==> src/rtl/alu_issue_ctrl_if.sv <==
// Request/response channel between the decode stage and the ALU issue controller.
// master = decode/consumer side, slave = controller side.
interface alu_issue_ctrl_if #(
    parameter int TAG_W = 4
);
    logic             req_valid;
    logic             req_ready;
    logic [1:0]       req_aluop;
    logic [5:0]       req_funct;
    logic [31:0]      req_a;
    logic [31:0]      req_b;
    logic [TAG_W-1:0] req_tag;
    logic             rsp_valid;
    logic             rsp_ready;
    logic [31:0]      rsp_data;
    logic             rsp_zero;
    logic             rsp_err;
    logic [TAG_W-1:0] rsp_tag;

    modport master (
        output req_valid, req_aluop, req_funct, req_a, req_b, req_tag, rsp_ready,
        input  req_ready, rsp_valid, rsp_data, rsp_zero, rsp_err, rsp_tag
    );

    modport slave (
        input  req_valid, req_aluop, req_funct, req_a, req_b, req_tag, rsp_ready,
        output req_ready, rsp_valid, rsp_data, rsp_zero, rsp_err, rsp_tag
    );
endinterface

==> src/rtl/alu_issue_ctrl.sv <==
// Issue controller wrapping the combinational ALU in a registered valid/ready request/response channel.
// Optional macro ALU_ISSUE_PIPE_EN: accept a new request on the same edge a response retires.
module alu_issue_ctrl #(
    parameter int TAG_W  = 4,
    parameter int SETTLE = 1
) (
    input  logic              clk,
    input  logic              rst_n,
    alu_issue_ctrl_if.slave   ifc,
    output logic [31:0]       alu_op1,
    output logic [31:0]       alu_op2,
    output logic [3:0]        alu_sel,
    input  logic [31:0]       alu_out,
    input  logic              alu_zf,
    output logic              busy
);
    typedef enum logic [1:0] {
        ST_IDLE = 2'b00,
        ST_EXEC = 2'b01,
        ST_RESP = 2'b10
    } state_t;

    localparam logic [3:0] SEL_AND   = 4'b0000;
    localparam logic [3:0] SEL_OR    = 4'b0001;
    localparam logic [3:0] SEL_ADD   = 4'b0010;
    localparam logic [3:0] SEL_MUL   = 4'b0101;
    localparam logic [3:0] SEL_SUB   = 4'b0110;
    localparam logic [3:0] SEL_SLT   = 4'b0111;
    localparam logic [3:0] SETTLE_M1 = 4'(SETTLE - 1);

    // Returns {supported, select}; division and anything unlisted are rejected.
    function automatic logic [4:0] decode_op(input logic [1:0] aluop, input logic [5:0] funct);
        logic [4:0] d;
        d = {1'b0, SEL_ADD};
        case (aluop)
            2'b00: d = {1'b1, SEL_ADD};
            2'b01: d = {1'b1, SEL_SUB};
            2'b10: begin
                case (funct)
                    6'h20:   d = {1'b1, SEL_ADD};
                    6'h22:   d = {1'b1, SEL_SUB};
                    6'h24:   d = {1'b1, SEL_AND};
                    6'h25:   d = {1'b1, SEL_OR};
                    6'h2A:   d = {1'b1, SEL_SLT};
                    6'h18:   d = {1'b1, SEL_MUL};
                    default: d = {1'b0, SEL_ADD};
                endcase
            end
            default: d = {1'b0, SEL_ADD};
        endcase
        return d;
    endfunction

    state_t           state_r;
    logic [3:0]       cnt_r;
    logic             ready_r;
    logic             busy_r;
    logic [31:0]      alu_op1_r;
    logic [31:0]      alu_op2_r;
    logic [3:0]       alu_sel_r;
    logic [TAG_W-1:0] tag_r;
    logic             rsp_valid_r;
    logic [31:0]      rsp_data_r;
    logic             rsp_zero_r;
    logic             rsp_err_r;
    logic [TAG_W-1:0] rsp_tag_r;

    logic [4:0]       dec_s;
    logic             dec_ok_s;
    logic [3:0]       dec_sel_s;
    logic             req_ready_s;
    logic             take_s;

    // Decode the incoming request and form the accept handshake.
    always_comb begin
        dec_s     = decode_op(ifc.req_aluop, ifc.req_funct);
        dec_ok_s  = dec_s[4];
        dec_sel_s = dec_s[3:0];
`ifdef ALU_ISSUE_PIPE_EN
        if (state_r == ST_RESP) begin
            req_ready_s = ifc.rsp_ready;
        end else begin
            req_ready_s = ready_r;
        end
`else
        req_ready_s = ready_r;
`endif
        take_s = ifc.req_valid & req_ready_s;
    end

    // Issue FSM: operand/select registers, settle counter and response register.
    always_ff @(posedge clk or negedge rst_n) begin
        if (!rst_n) begin
            state_r     <= ST_IDLE;
            cnt_r       <= 4'd0;
            ready_r     <= 1'b1;
            busy_r      <= 1'b0;
            alu_op1_r   <= 32'd0;
            alu_op2_r   <= 32'd0;
            alu_sel_r   <= SEL_ADD;
            tag_r       <= '0;
            rsp_valid_r <= 1'b0;
            rsp_data_r  <= 32'd0;
            rsp_zero_r  <= 1'b0;
            rsp_err_r   <= 1'b0;
            rsp_tag_r   <= '0;
        end else begin
            case (state_r)
                ST_IDLE, ST_RESP: begin
                    if ((state_r == ST_RESP) && ifc.rsp_ready) begin
                        state_r     <= ST_IDLE;
                        rsp_valid_r <= 1'b0;
                        ready_r     <= 1'b1;
                        busy_r      <= 1'b0;
                    end
                    // A new request overrides the retire above when both land on one edge.
                    if (take_s) begin
                        ready_r <= 1'b0;
                        busy_r  <= 1'b1;
                        if (dec_ok_s) begin
                            alu_op1_r   <= ifc.req_a;
                            alu_op2_r   <= ifc.req_b;
                            alu_sel_r   <= dec_sel_s;
                            tag_r       <= ifc.req_tag;
                            cnt_r       <= SETTLE_M1;
                            rsp_valid_r <= 1'b0;
                            state_r     <= ST_EXEC;
                        end else begin
                            rsp_data_r  <= 32'd0;
                            rsp_zero_r  <= 1'b0;
                            rsp_err_r   <= 1'b1;
                            rsp_tag_r   <= ifc.req_tag;
                            rsp_valid_r <= 1'b1;
                            state_r     <= ST_RESP;
                        end
                    end
                end
                ST_EXEC: begin
                    if (cnt_r == 4'd0) begin
                        rsp_data_r  <= alu_out;
                        rsp_zero_r  <= alu_zf;
                        rsp_err_r   <= 1'b0;
                        rsp_tag_r   <= tag_r;
                        rsp_valid_r <= 1'b1;
                        state_r     <= ST_RESP;
                    end else begin
                        cnt_r <= cnt_r - 4'd1;
                    end
                end
                default: begin
                    state_r     <= ST_IDLE;
                    ready_r     <= 1'b1;
                    busy_r      <= 1'b0;
                    rsp_valid_r <= 1'b0;
                end
            endcase
        end
    end

    assign ifc.req_ready = req_ready_s;
    assign ifc.rsp_valid = rsp_valid_r;
    assign ifc.rsp_data  = rsp_data_r;
    assign ifc.rsp_zero  = rsp_zero_r;
    assign ifc.rsp_err   = rsp_err_r;
    assign ifc.rsp_tag   = rsp_tag_r;
    assign alu_op1       = alu_op1_r;
    assign alu_op2       = alu_op2_r;
    assign alu_sel       = alu_sel_r;
    assign busy          = busy_r;
endmodule
==> src/flat_wrapper.sv <==
// flat-port wrapper written by rule: the top's interface ports become plain ports
module alu_issue_ctrl_flat 
#(
    parameter int TAG_W  = 4,
    parameter int SETTLE = 1
)
  (clk, rst_n, alu_op1, alu_op2, alu_sel, alu_out, alu_zf, busy, ifc_req_valid, ifc_req_aluop, ifc_req_funct, ifc_req_a, ifc_req_b, ifc_req_tag, ifc_rsp_ready, ifc_req_ready, ifc_rsp_valid, ifc_rsp_data, ifc_rsp_zero, ifc_rsp_err, ifc_rsp_tag);
  alu_issue_ctrl_if #(.TAG_W(TAG_W)) ifc_i ();
  input  logic clk;
  input  logic rst_n;
  output logic [31:0] alu_op1;
  output logic [31:0] alu_op2;
  output logic [3:0] alu_sel;
  input  logic [31:0] alu_out;
  input  logic alu_zf;
  output logic busy;
  input wire logic [$bits(ifc_i.req_valid)-1:0] ifc_req_valid;
  input wire logic [$bits(ifc_i.req_aluop)-1:0] ifc_req_aluop;
  input wire logic [$bits(ifc_i.req_funct)-1:0] ifc_req_funct;
  input wire logic [$bits(ifc_i.req_a)-1:0] ifc_req_a;
  input wire logic [$bits(ifc_i.req_b)-1:0] ifc_req_b;
  input wire logic [$bits(ifc_i.req_tag)-1:0] ifc_req_tag;
  input wire logic [$bits(ifc_i.rsp_ready)-1:0] ifc_rsp_ready;
  output wire logic [$bits(ifc_i.req_ready)-1:0] ifc_req_ready;
  output wire logic [$bits(ifc_i.rsp_valid)-1:0] ifc_rsp_valid;
  output wire logic [$bits(ifc_i.rsp_data)-1:0] ifc_rsp_data;
  output wire logic [$bits(ifc_i.rsp_zero)-1:0] ifc_rsp_zero;
  output wire logic [$bits(ifc_i.rsp_err)-1:0] ifc_rsp_err;
  output wire logic [$bits(ifc_i.rsp_tag)-1:0] ifc_rsp_tag;
  assign ifc_i.req_valid = ifc_req_valid;
  assign ifc_i.req_aluop = ifc_req_aluop;
  assign ifc_i.req_funct = ifc_req_funct;
  assign ifc_i.req_a = ifc_req_a;
  assign ifc_i.req_b = ifc_req_b;
  assign ifc_i.req_tag = ifc_req_tag;
  assign ifc_i.rsp_ready = ifc_rsp_ready;
  assign ifc_req_ready = ifc_i.req_ready;
  assign ifc_rsp_valid = ifc_i.rsp_valid;
  assign ifc_rsp_data = ifc_i.rsp_data;
  assign ifc_rsp_zero = ifc_i.rsp_zero;
  assign ifc_rsp_err = ifc_i.rsp_err;
  assign ifc_rsp_tag = ifc_i.rsp_tag;
  alu_issue_ctrl #(.TAG_W(TAG_W), .SETTLE(SETTLE)) u_core (.clk(clk), .rst_n(rst_n), .ifc(ifc_i), .alu_op1(alu_op1), .alu_op2(alu_op2), .alu_sel(alu_sel), .alu_out(alu_out), .alu_zf(alu_zf), .busy(busy));
endmodule
==> config.mk <==
export PLATFORM = sky130hd
export DESIGN_NAME = alu_issue_ctrl_flat
export DESIGN_NICKNAME = d
export VERILOG_FILES = /design/src/rtl/alu_issue_ctrl_if.sv /design/src/rtl/alu_issue_ctrl.sv /design/src/flat_wrapper.sv
export SDC_FILE = /design/constraint.sdc
export NUM_CORES = 1
export LEC_CHECK = 0
export ABC_AREA = 1
export BUFFER_PORTS_ARGS = -buffer_cell sky130_fd_sc_hd__buf_4
export CORE_MARGIN = 1
export CORE_UTILIZATION = 49
export CTS_BUF_LIST = sky130_fd_sc_hd__clkbuf_2 sky130_fd_sc_hd__clkbuf_4 sky130_fd_sc_hd__clkbuf_8
export DETAILED_ROUTE_END_ITERATION = 7
export PLACE_DENSITY_LB_ADDON = 0.1
export SYNTH_ARGS = -nofsm -noshare
export SYNTH_HDL_FRONTEND = slang
export SYNTH_SLANG_ARGS = --single-unit
==> constraint.sdc <==
create_clock -name clk -period 1.86 [get_ports clk]
set_input_delay 0.186 -clock clk [delete_from_list [all_inputs] [get_ports clk]]
set_output_delay 0.186 -clock clk [all_outputs]
set_load 0.02 [all_outputs]
==> summary.md, run 1 <==
| Metric | Value |
|---|---|
| Clk_lat worst skew | `0.41 ns` |
| Horiz. Die Dim | `102 um` |
| Number of nets produced by synthesis | `674` |
| Setup slack after layout | `0.234 ns` |
| Final worst hold slack | `0.0217 ns` |
| Maximum fanout along the worst path | `47` |
| DRC violation count after routing | `0` |
| Sequential share of the synthesized area | `60.0%` |
| Post-synth design cell area | `4880 um2` |
| Post-synthesis instance total | `559` |
| Pre-CTS WS | `0.243 ns` |
| DRC violation total after the first TritonRoute iteration | `173` |
| Period minus WS final | `1.63 ns` |
| Result of the run | `completed` |
| Core area | `9730 um2` |
| Die height | `102 um` |
| Clock sink count | `117` |
| Max Clk Rate | `615 MHz` |
| Yosys warning total | `0` |
| MaxCap Viol Count | `0` |
| Count of placed standard cells in the final layout, fillers left out | `1012` |
| TNS Setup | `0 ns` |
| Yosys reg bits | `117` |
| Setup repair after global routing missed its margin | `false` |
| Met3 usage in global routing | `7.45%` |
| Vias | `4924` |
| Number of diodes added for antenna fixing | `0` |
| Share of layout cells above drive strength 1 | `32.8%` |
| Average wire length per cell after detail routing | `14.4 um` |
| First-pass GRT wire length | `22200 um` |
| Grt peak-use layer | `met2` |
| Iteration count of the initial detailed-routing pass | `4` |
| CP Data Arrival Time | `1.97 ns` |
| Number of buffers on the longest clock path | `2` |
| Final HPWL DP | `8990 um` |
| Antenna violations before repair | `0` |
| Post-route clock period utilization | `87.4%` |
| Weighted congestion reported at the end of routability-driven placement | `0.875` |
| Crit path capture type | `flop` |
| Number of rows in the core area | `36` |
| Total die area | `10400 um2` |
| Total CTS buffers | `17` |
| Clk Tree Root Cell | `sky130_fd_sc_hd__clkbuf_8` |
| Area added between synthesis and finish | `63.8%` |
| Max-slew violation total from the final report | `0` |
| Met1 Usage GRT | `32.8%` |
| Met2 usage | `47.6%` |
| Count of port buffers added during placement | `220` |
| Vias in the first global route | `4827` |
| Starting Density | `50.2%` |
| Max VDD drop | `953 uV` |
| Slowest library cell on the worst path | `sky130_fd_sc_hd__dfstp_2` |
| Global routing usage summed across all routing layers | `27.9%` |
| Post-synthesis area per instance | `8.73 um2` |
| Cells traversed along the worst timing path | `nand2_1 -> nor2_4 -> buf_4 -> nand3_1 -> nand2_1` |
| Endpoints failing setup | `0` |
| Kind of critical path | `flop to flop` |
| Clock tree from TritonCTS | `done` |
| Post-layout net count | `981` |
| Leftover overflow at the end of global routing | `0` |
| Leak Pwr | `4.38 nW` |
| Max stage delay on crit path | `0.54 ns` |
| Number of hold-slack violations in the final timing report | `0` |
| Power Total | `12.9 mW` |
| Largest net degree at the start of global routing | `48` |
| Worst min-delay path category | `primary input to flop` |
| Nature of the critical path startpoint | `flop` |
| Final worst clock skew | `0.0153 ns` |
| Clock input transition at the sequential cells of the worst setup and hold paths | `0.07 ns` |
| Required @ worst endpoint | `2.20 ns` |
| DRT antenna net count | `0` |
| Resized cells post-CTS | `0` |
| Number of vias per cell after detailed routing | `4.87` |
| Top-level port count | `222` |
| DP Cell Count | `894` |
| Count of cell types in the netlist | `25` |
| Routed Wire Length | `14500 um` |
| Most numerous cell on the critical path | `sky130_fd_sc_hd__nand2_1` |
| Number of buffers and inverters on the critical path | `1` |
| Cell family with most CP delay | `simple AND/OR/NAND/NOR gates` |
| CTS H-Tree Depth | `4` |
| Power Density | `1610 nW/um2` |
[Yosys cell counts]
cell | number | area (um2)
sky130_fd_sc_hd__conb_1 | 1 | 3.75
sky130_fd_sc_hd__buf_4 | 7 | 52.6
sky130_fd_sc_hd__xnor2_1 | 1 | 8.76
sky130_fd_sc_hd__o21ai_1 | 1 | 5.00
sky130_fd_sc_hd__nand3_1 | 73 | 365
sky130_fd_sc_hd__nand3_2 | 1 | 10.0
sky130_fd_sc_hd__clkbuf_1 | 7 | 26.3
sky130_fd_sc_hd__nand2_2 | 11 | 68.8
sky130_fd_sc_hd__inv_2 | 3 | 11.3
sky130_fd_sc_hd__ha_1 | 2 | 25.0
sky130_fd_sc_hd__nand4_1 | 6 | 37.5
sky130_fd_sc_hd__dfstp_2 | 2 | 52.6
sky130_fd_sc_hd__buf_6 | 3 | 33.8
sky130_fd_sc_hd__nand2_1 | 257 | 965
sky130_fd_sc_hd__o21ai_0 | 16 | 80.1
sky130_fd_sc_hd__xor2_1 | 1 | 8.76
sky130_fd_sc_hd__nor2_2 | 4 | 25.0
sky130_fd_sc_hd__a21oi_1 | 3 | 15.0
sky130_fd_sc_hd__inv_1 | 15 | 56.3
sky130_fd_sc_hd__buf_2 | 11 | 55.1
sky130_fd_sc_hd__nand2_4 | 2 | 22.5
sky130_fd_sc_hd__buf_8 | 1 | 15.0
sky130_fd_sc_hd__buf_1 | 2 | 7.51
sky130_fd_sc_hd__dfrtp_1 | 115 | 2880
sky130_fd_sc_hd__nor2_1 | 14 | 52.6
[final timing paths]
| kind | slack (ns) | cells past startpoint | startpoint | end |
|---|---|---|---|---|
| worst min register to register | 0.47 | 2 | u_core.alu_sel[1]$_DFFE_PN1P_ | u_core.alu_sel[1]$_DFFE_PN1P_ |
| min in group asynchronous | 0.28 | 2 | rst_n | u_core.alu_op1[4]$_DFFE_PN0P_ |
| worst min-delay path | 0.02 | 3 | ifc_req_a[3] | u_core.alu_op1[3]$_DFFE_PN0P_ |
| worst max-delay path | 0.23 | 5 | u_core.ifc.req_ready$_DFFE_PN1P_ | u_core.alu_op2[30]$_DFFE_PN0P_ |
| max in group asynchronous | 0.94 | 3 | rst_n | u_core.ifc.req_ready$_DFFE_PN1P_ |
| worst max register to register | 0.23 | 5 | u_core.ifc.req_ready$_DFFE_PN1P_ | u_core.alu_op2[30]$_DFFE_PN0P_ |
[layout make-up]
cell class                 instances  area, um2
clock buffer                      20        269
inverter                          18       67.6
timing repair buffer             319       2660
fill                             590       1740
sequential                       117       2930
clock inverter                    12        201
multi-input combinational        393       1700
tap                              133        166
[logic make-up after synthesis]
family,after synthesis,share of synthesized area (%)
flops,117,60.0
fa+ha+maj,2,0.513
other cells,1,0.0768
compound gates,20,2.05
simple gates,368,31.7
xor+xnor,2,0.359
buf+inv,49,5.28
[flip-flops by register name, indices dropped and copies added, names as in the netlist, 3 cells and up]
name,flops
u_core.ifc.rsp_data,32
u_core.ifc.rsp_tag,4
u_core.alu_op1,32
u_core.alu_sel,3
u_core.tag_r,4
u_core.alu_op2,32
u_core.cnt_r,4
[metrics by stage]
step / instance area [um2] / utilization [%]
global placement: 6660 / 68.5
floorplan: 4880 / -
finish: 7990 / 82.2
global route: 7990 / 82.2
CTS: 7970 / 81.9
detailed placement: 6660 / 68.5
[per-layer routing]
metal / vias up / share of wire [%]
met1: 2338 / 40
met5: - / 0
li1: 2371 / -
met4: 0 / 2.8
met2: 182 / 51
met3: 33 / 6.3
[worst register-to-register path: stages (launching register included)]
cell	delay, ns
sky130_fd_sc_hd__dfstp_2	0.54
sky130_fd_sc_hd__nand2_1	0.14
sky130_fd_sc_hd__nor2_4	0.16
sky130_fd_sc_hd__buf_4	0.44
sky130_fd_sc_hd__nand3_1	0.20
sky130_fd_sc_hd__nand2_1	0.10
[timing repair]
action,4_1_cts,5_1_grt
hold buffers,84,2
buffers inserted,0,0
endpoints found under the hold margin,114,2
[report_power, final]
group          internal [mW]  total, mW  switching [mW]
clock network           1.69       2.73            1.04
registers               3.71       4.41           0.708
logic                   2.35       5.71            3.37
total                   7.74       12.9            5.12
[placed cells by master (no fill, tap or decap)]
master and n:
sky130_fd_sc_hd__nand3_1 73, sky130_fd_sc_hd__nor2_1 14, sky130_fd_sc_hd__nand2_4 2, sky130_fd_sc_hd__dfstp_2 2, sky130_fd_sc_hd__inv_1 15, sky130_fd_sc_hd__dlygate4sd3_1 86, sky130_fd_sc_hd__o21ai_0 16, sky130_fd_sc_hd__o21ai_1 1
sky130_fd_sc_hd__clkbuf_4 1, sky130_fd_sc_hd__clkinvlp_4 2, sky130_fd_sc_hd__buf_12 4, sky130_fd_sc_hd__nand4_1 6, sky130_fd_sc_hd__clkinv_4 3, sky130_fd_sc_hd__nand2_2 11, sky130_fd_sc_hd__nor2_4 1, sky130_fd_sc_hd__inv_2 3
sky130_fd_sc_hd__nand2_1 257, sky130_fd_sc_hd__a21oi_1 3, sky130_fd_sc_hd__xnor2_1 1, sky130_fd_sc_hd__dfrtp_1 115, sky130_fd_sc_hd__conb_1 1, sky130_fd_sc_hd__nand3_2 1, sky130_fd_sc_hd__clkbuf_8 19, sky130_fd_sc_hd__buf_4 229
sky130_fd_sc_hd__nor2_2 3, sky130_fd_sc_hd__xor2_1 1, sky130_fd_sc_hd__clkinv_2 2, sky130_fd_sc_hd__ha_1 2, sky130_fd_sc_hd__bufinv_16 5
No activity file was read; power rests on OpenSTA's default activity.
==> run 2: changes to the inputs <==
--- a/config.mk
+++ b/config.mk
@@ -12,6 +12,7 @@
 export CTS_BUF_LIST = sky130_fd_sc_hd__clkbuf_2 sky130_fd_sc_hd__clkbuf_4 sky130_fd_sc_hd__clkbuf_8
 export DETAILED_ROUTE_END_ITERATION = 7
 export PLACE_DENSITY_LB_ADDON = 0.1
+export RECOVER_POWER = 50
 export SYNTH_ARGS = -nofsm -noshare
 export SYNTH_HDL_FRONTEND = slang
 export SYNTH_SLANG_ARGS = --single-unit
==> run 2 against run 1 <==
Core utilization down 2.1 points. Register-to-register slack barely moved. Setup slack better by 0.0059 ns. Clock-buffer cell count stayed put. Power decreased by 3.4%. Largest cell class unchanged. Die area stayed put. Via count grew 0.85%. Clock skew fell by 0.00068 ns. Hold slack worse by 0.0046 ns. Final area shrank 2.6%. Combinational power down 7.4%. Clock power is essentially flat.
==> summary.md, run 2 (same netlist as run 1, synthesis figures left out) <==
| Metric | Value |
|---|---|
| Most numerous cell on the critical path | `sky130_fd_sc_hd__nand2_1` |
| Number of vias per cell after detailed routing | `4.91 (+0.85%)` |
| Iteration count of the initial detailed-routing pass | `4 (unchanged)` |
| Post-layout net count | `981 (unchanged)` |
| Combined area of the multi-input logic cells | `1700 um2 (unchanged)` |
| Maximum fanout along the worst path | `47 (unchanged)` |
| Clock sink count | `117 (unchanged)` |
| Worst reg-to-reg path cell count | `5 (unchanged)` |
| Vias | `4966 (+0.85%)` |
| DRC violation count after routing | `0 (unchanged)` |
| Number of rows in the core area | `36 (unchanged)` |
| Switch share | `41.1% (+1.3 points)` |
| Fillcell total | `654 (+11%)` |
| Setup crit end | `u_core.alu_op2[9]$_DFFE_PN0P_` |
| Cell Int Power | `7.31 mW (-5.5%)` |
| Routed Wire Length | `14600 um (about the same)` |
| Number of buffers on the longest clock path | `2 (unchanged)` |
| Area added between synthesis and finish | `59.5%` |
| R2r endpoint | `u_core.alu_op2[9]$_DFFE_PN0P_` |
| TNS Setup | `0 ns (unchanged)` |
| Post-route clock period utilization | `87.1% (-0.32 points)` |
| Leak Pwr | `4.17 nW (-4.9%)` |
| Average wire length per cell after detail routing | `14.4 um (about the same)` |
| Largest net degree at the start of global routing | `48 (unchanged)` |
| CP Data Arrival Time | `1.98 ns (about the same)` |
| Max-slew violation total from the final report | `0 (unchanged)` |
| Final worst clock skew | `0.0146 ns (-0.000680 ns)` |
| Max Clk Rate | `617 MHz (+0.37%)` |
| Clock tree from TritonCTS | `done` |
| Area occupied by registers | `2930 um2 (unchanged)` |
| Total net switching power | `5.11 mW (-0.17%)` |
| DRC violation total after the first TritonRoute iteration | `184 (+6.4%)` |
| First-pass GRT wire length | `22200 um (unchanged)` |
| Setup repair after global routing missed its margin | `false` |
| Vias in the first global route | `4827 (unchanged)` |
| Count of port buffers added during placement | `220 (unchanged)` |
| Kind of critical path | `flop to flop` |
| Worst slew slack as a fraction of its limit | `40.0%` |
| Proportion of power drawn by the clock network | `22.0% (+0.8 points)` |
| Clock input transition at the sequential cells of the worst setup and hold paths | `0.08 ns (about the same)` |
| Top-level port count | `222 (unchanged)` |
| Proportion of power drawn by flip-flops and latches | `35.4% (+1.1 points)` |
| Number of buffers and inverters on the critical path | `1 (unchanged)` |
| Launch instance of the worst register-to-register path | `u_core.ifc.req_ready$_DFFE_PN1P_` |
| Crit path capture type | `flop` |
| MaxCap Viol Count | `0 (unchanged)` |
| Critical path startpoint | `u_core.ifc.req_ready$_DFFE_PN1P_` |
| Period minus WS final | `1.62 ns (-0.00593 ns)` |
| Die height | `102 um (unchanged)` |
| Cell family with most CP delay | `simple AND/OR/NAND/NOR gates` |
| Slowest library cell on the worst path | `sky130_fd_sc_hd__dfstp_2` |
| Weighted congestion reported at the end of routability-driven placement | `0.875 (unchanged)` |
| Number of cells on the critical path | `5 (unchanged)` |
| Number of hold-slack violations in the final timing report | `0 (unchanged)` |
| Result of the run | `completed` |
| Number of diodes added for antenna fixing | `0 (unchanged)` |
| Total die area | `10400 um2 (unchanged)` |
| Global routing usage summed across all routing layers | `27.9% (unchanged)` |
| Total CTS buffers | `17 (unchanged)` |
| Max VDD drop | `941 uV (-1.3%)` |
| Combinational share of power | `42.6% (-1.8 points)` |
| Most common library cell in the layout ignoring fill and taps | `sky130_fd_sc_hd__nand2_1` |
| Cells traversed along the worst timing path | `nand2_1 -> nor2_4 -> buf_4 -> nand3_1 -> nand2_1` |
| Final HPWL DP | `8990 um (unchanged)` |
| Max stage delay on crit path | `0.54 ns (about the same)` |
| Highest-count cells in the layout ignoring fill and taps | `sky130_fd_sc_hd__nand2_1, sky130_fd_sc_hd__buf_4, sky130_fd_sc_hd__dfrtp_1` |
| Leftover overflow at the end of global routing | `0 (unchanged)` |
| Final worst hold slack | `0.0171 ns (-0.00459 ns)` |
| Horiz. Die Dim | `102 um (unchanged)` |
| Endpoints failing setup | `0 (unchanged)` |
| Worst min-delay path category | `primary input to flop` |
| Power Density | `1590 nW/um2 (-0.86%)` |
| Clk_lat worst skew | `0.42 ns (about the same)` |
| Nature of the critical path startpoint | `flop` |
| Core area | `9730 um2 (unchanged)` |
| Share of layout cells above drive strength 1 | `26.6% (-6.1 points)` |
| CTS H-Tree Depth | `4 (unchanged)` |
| Starting Density | `50.2% (unchanged)` |
| DRT antenna net count | `0 (unchanged)` |
| Required @ worst endpoint | `2.22 ns (+0.02 ns)` |
| Clk Tree Root Cell | `sky130_fd_sc_hd__clkbuf_8` |
| Slew at the pin closest to its max-slew limit | `0.899 ns` |
| Antenna violations before repair | `0 (unchanged)` |
| Slack of the worst reg-to-reg path | `0.24 ns (about the same)` |
-- run 2: cell types whose count changed in the layout (fill, tap and decap cells not counted), sizes merged --
cell	before	now
clkbuf	20	75
buf	233	178
-- run 2: layout make-up --
cell class | count | area share (%)
inverter | 18 | 0.868
multi-input combinational | 393 | 21.8
clock buffer | 20 | 3.45
tap | 133 | 2.14
timing repair buffer | 319 | 31.5
clock inverter | 12 | 2.59
sequential | 117 | 37.6
-- run 2: worst min path at each step --
stage / start / endpoint / slack (ns) / cells past startpoint
global route: ifc_req_b[1] / u_core.alu_op2[1]$_DFFE_PN0P_ / 0.005 / 3
detailed placement: rst_n / u_core.alu_op1[4]$_DFFE_PN0P_ / 0.17 / 1
floorplan: rst_n / u_core.alu_op1[0]$_DFFE_PN0P_ / -0.11 / 0
global placement: rst_n / u_core.alu_op1[4]$_DFFE_PN0P_ / 0.17 / 1
finish: ifc_req_a[3] / u_core.alu_op1[3]$_DFFE_PN0P_ / 0.02 / 3
CTS: ifc_req_a[3] / u_core.alu_op1[3]$_DFFE_PN0P_ / 0.00004 / 3
-- run 2: timing repair --
action | CTS | global route
gates resized for setup | 0 | 0
buffers inserted | 0 | 0
hold buffers | 84 | 2
endpoints found under the hold margin | 114 | 2
-- run 2: worst register-to-register path, delay by kind of cell (launching register included) --
| kind | cells | cell delay, ns |
|---|---|---|
| flip-flops | 1 | 0.54 |
| buffers and inverters | 1 | 0.44 |
| AND/OR/NAND/NOR | 4 | 0.60 |
-- run 2: layer usage --
layer,vias up,wire length [um],track usage [%]
li1,2376,-,-
met1,2359,5840,32.8
met3,36,928,7.45
met2,195,7360,47.6
met4,0,423,13.4
met5,-,0,0
-- run 2: power groups by stage --
stage	logic, mW	registers [mW]	clock network, mW
floorplan	1.83	5.64	0
global placement	5.40	4.40	0
detailed placement	5.55	4.41	0
CTS	5.69	4.39	2.77
global route	5.76	4.52	2.89
finish	5.29	4.40	2.73
-- run 2: stage by stage --
step                area, um2  util (%)  std cells  power [mW]  setup slack, ns
floorplan                4880         -        559        7.47            0.267
global placement         6660      68.5        894        9.80            0.328
detailed placement       6660      68.5        894        9.96            0.243
CTS                      7970      81.9       1010        12.9            0.254
global route             7790      80.0       1012        13.2            0.131
finish                   7790      80.0       1012        12.4            0.240
==> run 3: changes to the inputs <==
--- a/config.mk
+++ b/config.mk
@@ -11,6 +11,7 @@
 export CORE_UTILIZATION = 49
 export CTS_BUF_LIST = sky130_fd_sc_hd__clkbuf_2 sky130_fd_sc_hd__clkbuf_4 sky130_fd_sc_hd__clkbuf_8
 export DETAILED_ROUTE_END_ITERATION = 7
+export HOLD_SLACK_MARGIN = 0.03
 export PLACE_DENSITY_LB_ADDON = 0.1
 export RECOVER_POWER = 50
 export SYNTH_ARGS = -nofsm -noshare
==> run 3 against run 2 <==
Power is 0.39% higher. Wire length is 1.6% higher. Cell count is 1.1% higher. Clock-buffer cell count stayed put. Critical endpoint is now u_core.alu_op1[20]$_DFFE_PN0P_. First-iteration DRC count is 16% higher. Largest power group unchanged.
==> summary.md, run 3 (same netlist as run 1, synthesis figures left out) <==
| Metric | Value |
|---|---|
| R2r endpoint | `u_core.alu_op1[20]$_DFFE_PN0P_` |
| Max stage delay on crit path | `0.54 ns (about the same)` |
| Maximum fanout along the worst path | `47 (unchanged)` |
| Starting Density | `50.2% (unchanged)` |
| Total CTS buffers | `17 (unchanged)` |
| Resized cells post-CTS | `0 (unchanged)` |
| Required @ worst endpoint | `2.21 ns (about the same)` |
| Max VDD drop | `945 uV (+0.40%)` |
| Cell Int Power | `7.32 mW (+0.21%)` |
| Kind of critical path | `flop to flop` |
| Critical path startpoint | `u_core.ifc.req_ready$_DFFE_PN1P_` |
| Endpoints failing setup | `0 (unchanged)` |
| Total die area | `10400 um2 (unchanged)` |
| Period minus WS final | `1.61 ns (-0.00689 ns)` |
| DRC violation count after routing | `0 (unchanged)` |
| End of the worst hold path | `u_core.alu_op2[18]$_DFFE_PN0P_` |
| Worst reg-to-reg path cell count | `5 (unchanged)` |
| Worst min-delay path category | `primary input to flop` |
| CTS H-Tree Depth | `4 (unchanged)` |
| Routed Wire Length | `14800 um (+1.6%)` |
| Setup slack after layout | `0.247 ns (+0.00689 ns)` |
| MaxCap Viol Count | `0 (unchanged)` |
| Max Clk Rate | `620 MHz (+0.43%)` |
| TNS Setup | `0 ns (unchanged)` |
| Power Density | `1580 nW/um2 (-1.0%)` |
| Global routing usage summed across all routing layers | `28.9% (+0.99 points)` |
| Combinational share of power | `42.8% (+0.2 points)` |
| Most numerous cell on the critical path | `sky130_fd_sc_hd__nand2_1` |
| Count of port buffers added during placement | `220 (unchanged)` |
| Start point of the worst min-delay path | `ifc_req_b[18]` |
| Crit path capture type | `flop` |
| Largest net degree at the start of global routing | `48 (unchanged)` |
| Pre-CTS WS | `0.243 ns (unchanged)` |
| Count of placed standard cells in the final layout, fillers left out | `1023 (+1.1%)` |
| Clk_lat worst skew | `0.42 ns (about the same)` |
| Die height | `102 um (unchanged)` |
| Final instance area | `7900 um2 (+1.4%)` |
| Number of vias per cell after detailed routing | `4.85 (-1.2%)` |
| Area added between synthesis and finish | `61.8%` |
| Number of hold-slack violations in the final timing report | `0 (unchanged)` |
| Total net switching power | `5.14 mW (+0.65%)` |
| Max-slew violation total from the final report | `0 (unchanged)` |
| DRT antenna net count | `0 (unchanged)` |
| Number of diodes added for antenna fixing | `0 (unchanged)` |
| Clock sink count | `117 (unchanged)` |
| Horiz. Die Dim | `102 um (unchanged)` |
| Leak Pwr | `4.21 nW (+1.1%)` |
| Top-level port count | `222 (unchanged)` |
| Number of rows in the core area | `36 (unchanged)` |
| Hold-critical path depth | `3 (unchanged)` |
| Final worst clock skew | `0.0142 ns (-0.000376 ns)` |
| Post-CTS Setup Repair Bufs | `0 (unchanged)` |
| Proportion of power drawn by flip-flops and latches | `35.3% (about the same)` |
| Switch share | `41.2% (+0.10 points)` |
| Fillcell total | `649 (-0.76%)` |
| Cell area after placement | `6660 um2 (unchanged)` |
| Nature of the critical path startpoint | `flop` |
| Most common library cell in the layout ignoring fill and taps | `sky130_fd_sc_hd__nand2_1` |
| DRC violation total after the first TritonRoute iteration | `213 (+16%)` |
| Setup repair after global routing missed its margin | `false` |
| Average wire length per cell after detail routing | `14.5 um (+0.51%)` |
| Antenna violations before repair | `0 (unchanged)` |
| Vias in the first global route | `4968 (+2.9%)` |
| DP Cell Count | `894 (unchanged)` |
| Final worst hold slack | `0.0547 ns (+0.0376 ns)` |
| Clock input transition at the sequential cells of the worst setup and hold paths | `0.07 ns (about the same)` |
| Launch instance of the worst register-to-register path | `u_core.ifc.req_ready$_DFFE_PN1P_` |
| Core area | `9730 um2 (unchanged)` |
| Post-layout net count | `992 (+1.1%)` |
| Leftover overflow at the end of global routing | `0 (unchanged)` |
| First-pass GRT wire length | `23000 um (+3.7%)` |
| Highest-count cells in the layout ignoring fill and taps | `sky130_fd_sc_hd__nand2_1, sky130_fd_sc_hd__buf_4, sky130_fd_sc_hd__dfrtp_1` |
| Iteration count of the initial detailed-routing pass | `7 (+3)` |
| Post-route clock period utilization | `86.7% (-0.37 points)` |
| Slack of the worst reg-to-reg path | `0.25 ns (about the same)` |
| Weighted congestion reported at the end of routability-driven placement | `0.875 (unchanged)` |
| Cells traversed along the worst timing path | `nand2_1 -> nor2_4 -> buf_4 -> nand3_1 -> nand2_1` |
| Clock tree from TritonCTS | `done` |
| Slowest library cell on the worst path | `sky130_fd_sc_hd__dfstp_2` |
| Slew at the pin closest to its max-slew limit | `0.901 ns (+0.00156 ns)` |
| Final HPWL DP | `8990 um (unchanged)` |
| Result of the run | `completed` |
| Share of layout cells above drive strength 1 | `26.3% (-0.33 points)` |
| CP Data Arrival Time | `1.96 ns (-0.02 ns)` |
| Clk Tree Root Cell | `sky130_fd_sc_hd__clkbuf_8` |
| Post-CTS Hold Buffers | `97 (+15%)` |
| Vias | `4962 (-0.081%)` |
| Number of buffers on the longest clock path | `2 (unchanged)` |
| Proportion of power drawn by the clock network | `21.9% (about the same)` |
| Worst slew slack as a fraction of its limit | `39.9% (-0.10 points)` |
-- run 3: cell count changes in the layout (fill, tap and decap cells not counted), sizes merged --
cell and change:
dlygate4sd3 +11
-- run 3: area by class of cell --
type                    instances  area (um2)  area share, %
flip-flops and latches        117        2930           37.1
repair buffers                330        2560           32.5
multi-input cells             393        1700           21.5
clock buffers                  20         269           3.41
clock inverters                12         201           2.55
well taps                     133         166           2.11
inverters                      18        67.6          0.856
-- run 3: critical path: cells and delay by family, from the launching register on --
| family | cells | cell delay, ns |
|---|---|---|
| buf+inv | 1 | 0.43 |
| flops | 1 | 0.54 |
| simple gates | 4 | 0.57 |
-- run 3: per-stage QoR --
| stage | util, % | power, mW |
|---|---|---|
| 6_report | 81.2 | 12.5 |
| 5_1_grt | 81.2 | 13.2 |
| 4_1_cts | 83.3 | 12.9 |
| 3_5_place_dp | 68.5 | 9.96 |
| 3_3_place_gp | 68.5 | 9.80 |
| 2_1_floorplan | - | 7.47 |
-- run 3: how the worst max path moves through the flow --
stage / endpoint / slack (ns)
after global routing: u_core.alu_op1[20]$_DFFE_PN0P_ / 0.14
after detailed placement: u_core.cnt_r[3]$_DFFE_PN0P_ / 0.24
final: u_core.alu_op1[20]$_DFFE_PN0P_ / 0.25
after CTS: u_core.alu_op2[18]$_DFFE_PN0P_ / 0.25
after global placement: u_core.alu_op2[12]$_DFFE_PN0P_ / 0.33
after floorplan: u_core.alu_op1[25]$_DFFE_PN0P_ / 0.27
-- run 3: layer usage --
| layer | vias to the layer above | wire length (um) | part of all wire (%) | track usage, % |
|---|---|---|---|---|
| met5 | - | 0 | 0 | 0 |
| met4 | 0 | 467 | 3.2 | 14.7 |
| met3 | 42 | 918 | 6.2 | 7.32 |
| met2 | 195 | 7430 | 50 | 48.7 |
| met1 | 2327 | 5970 | 40 | 34.4 |
| li1 | 2398 | - | - | - |
-- run 3: power by group through the flow --
stage / Sequential (mW) / Clock (mW) / Combinational [mW]
floorplan: 5.64 / 0 / 1.83
detailed placement: 4.41 / 0 / 5.55
global route: 4.53 / 2.89 / 5.82
CTS: 4.39 / 2.77 / 5.71
finish: 4.41 / 2.73 / 5.33
global placement: 4.40 / 0 / 5.40
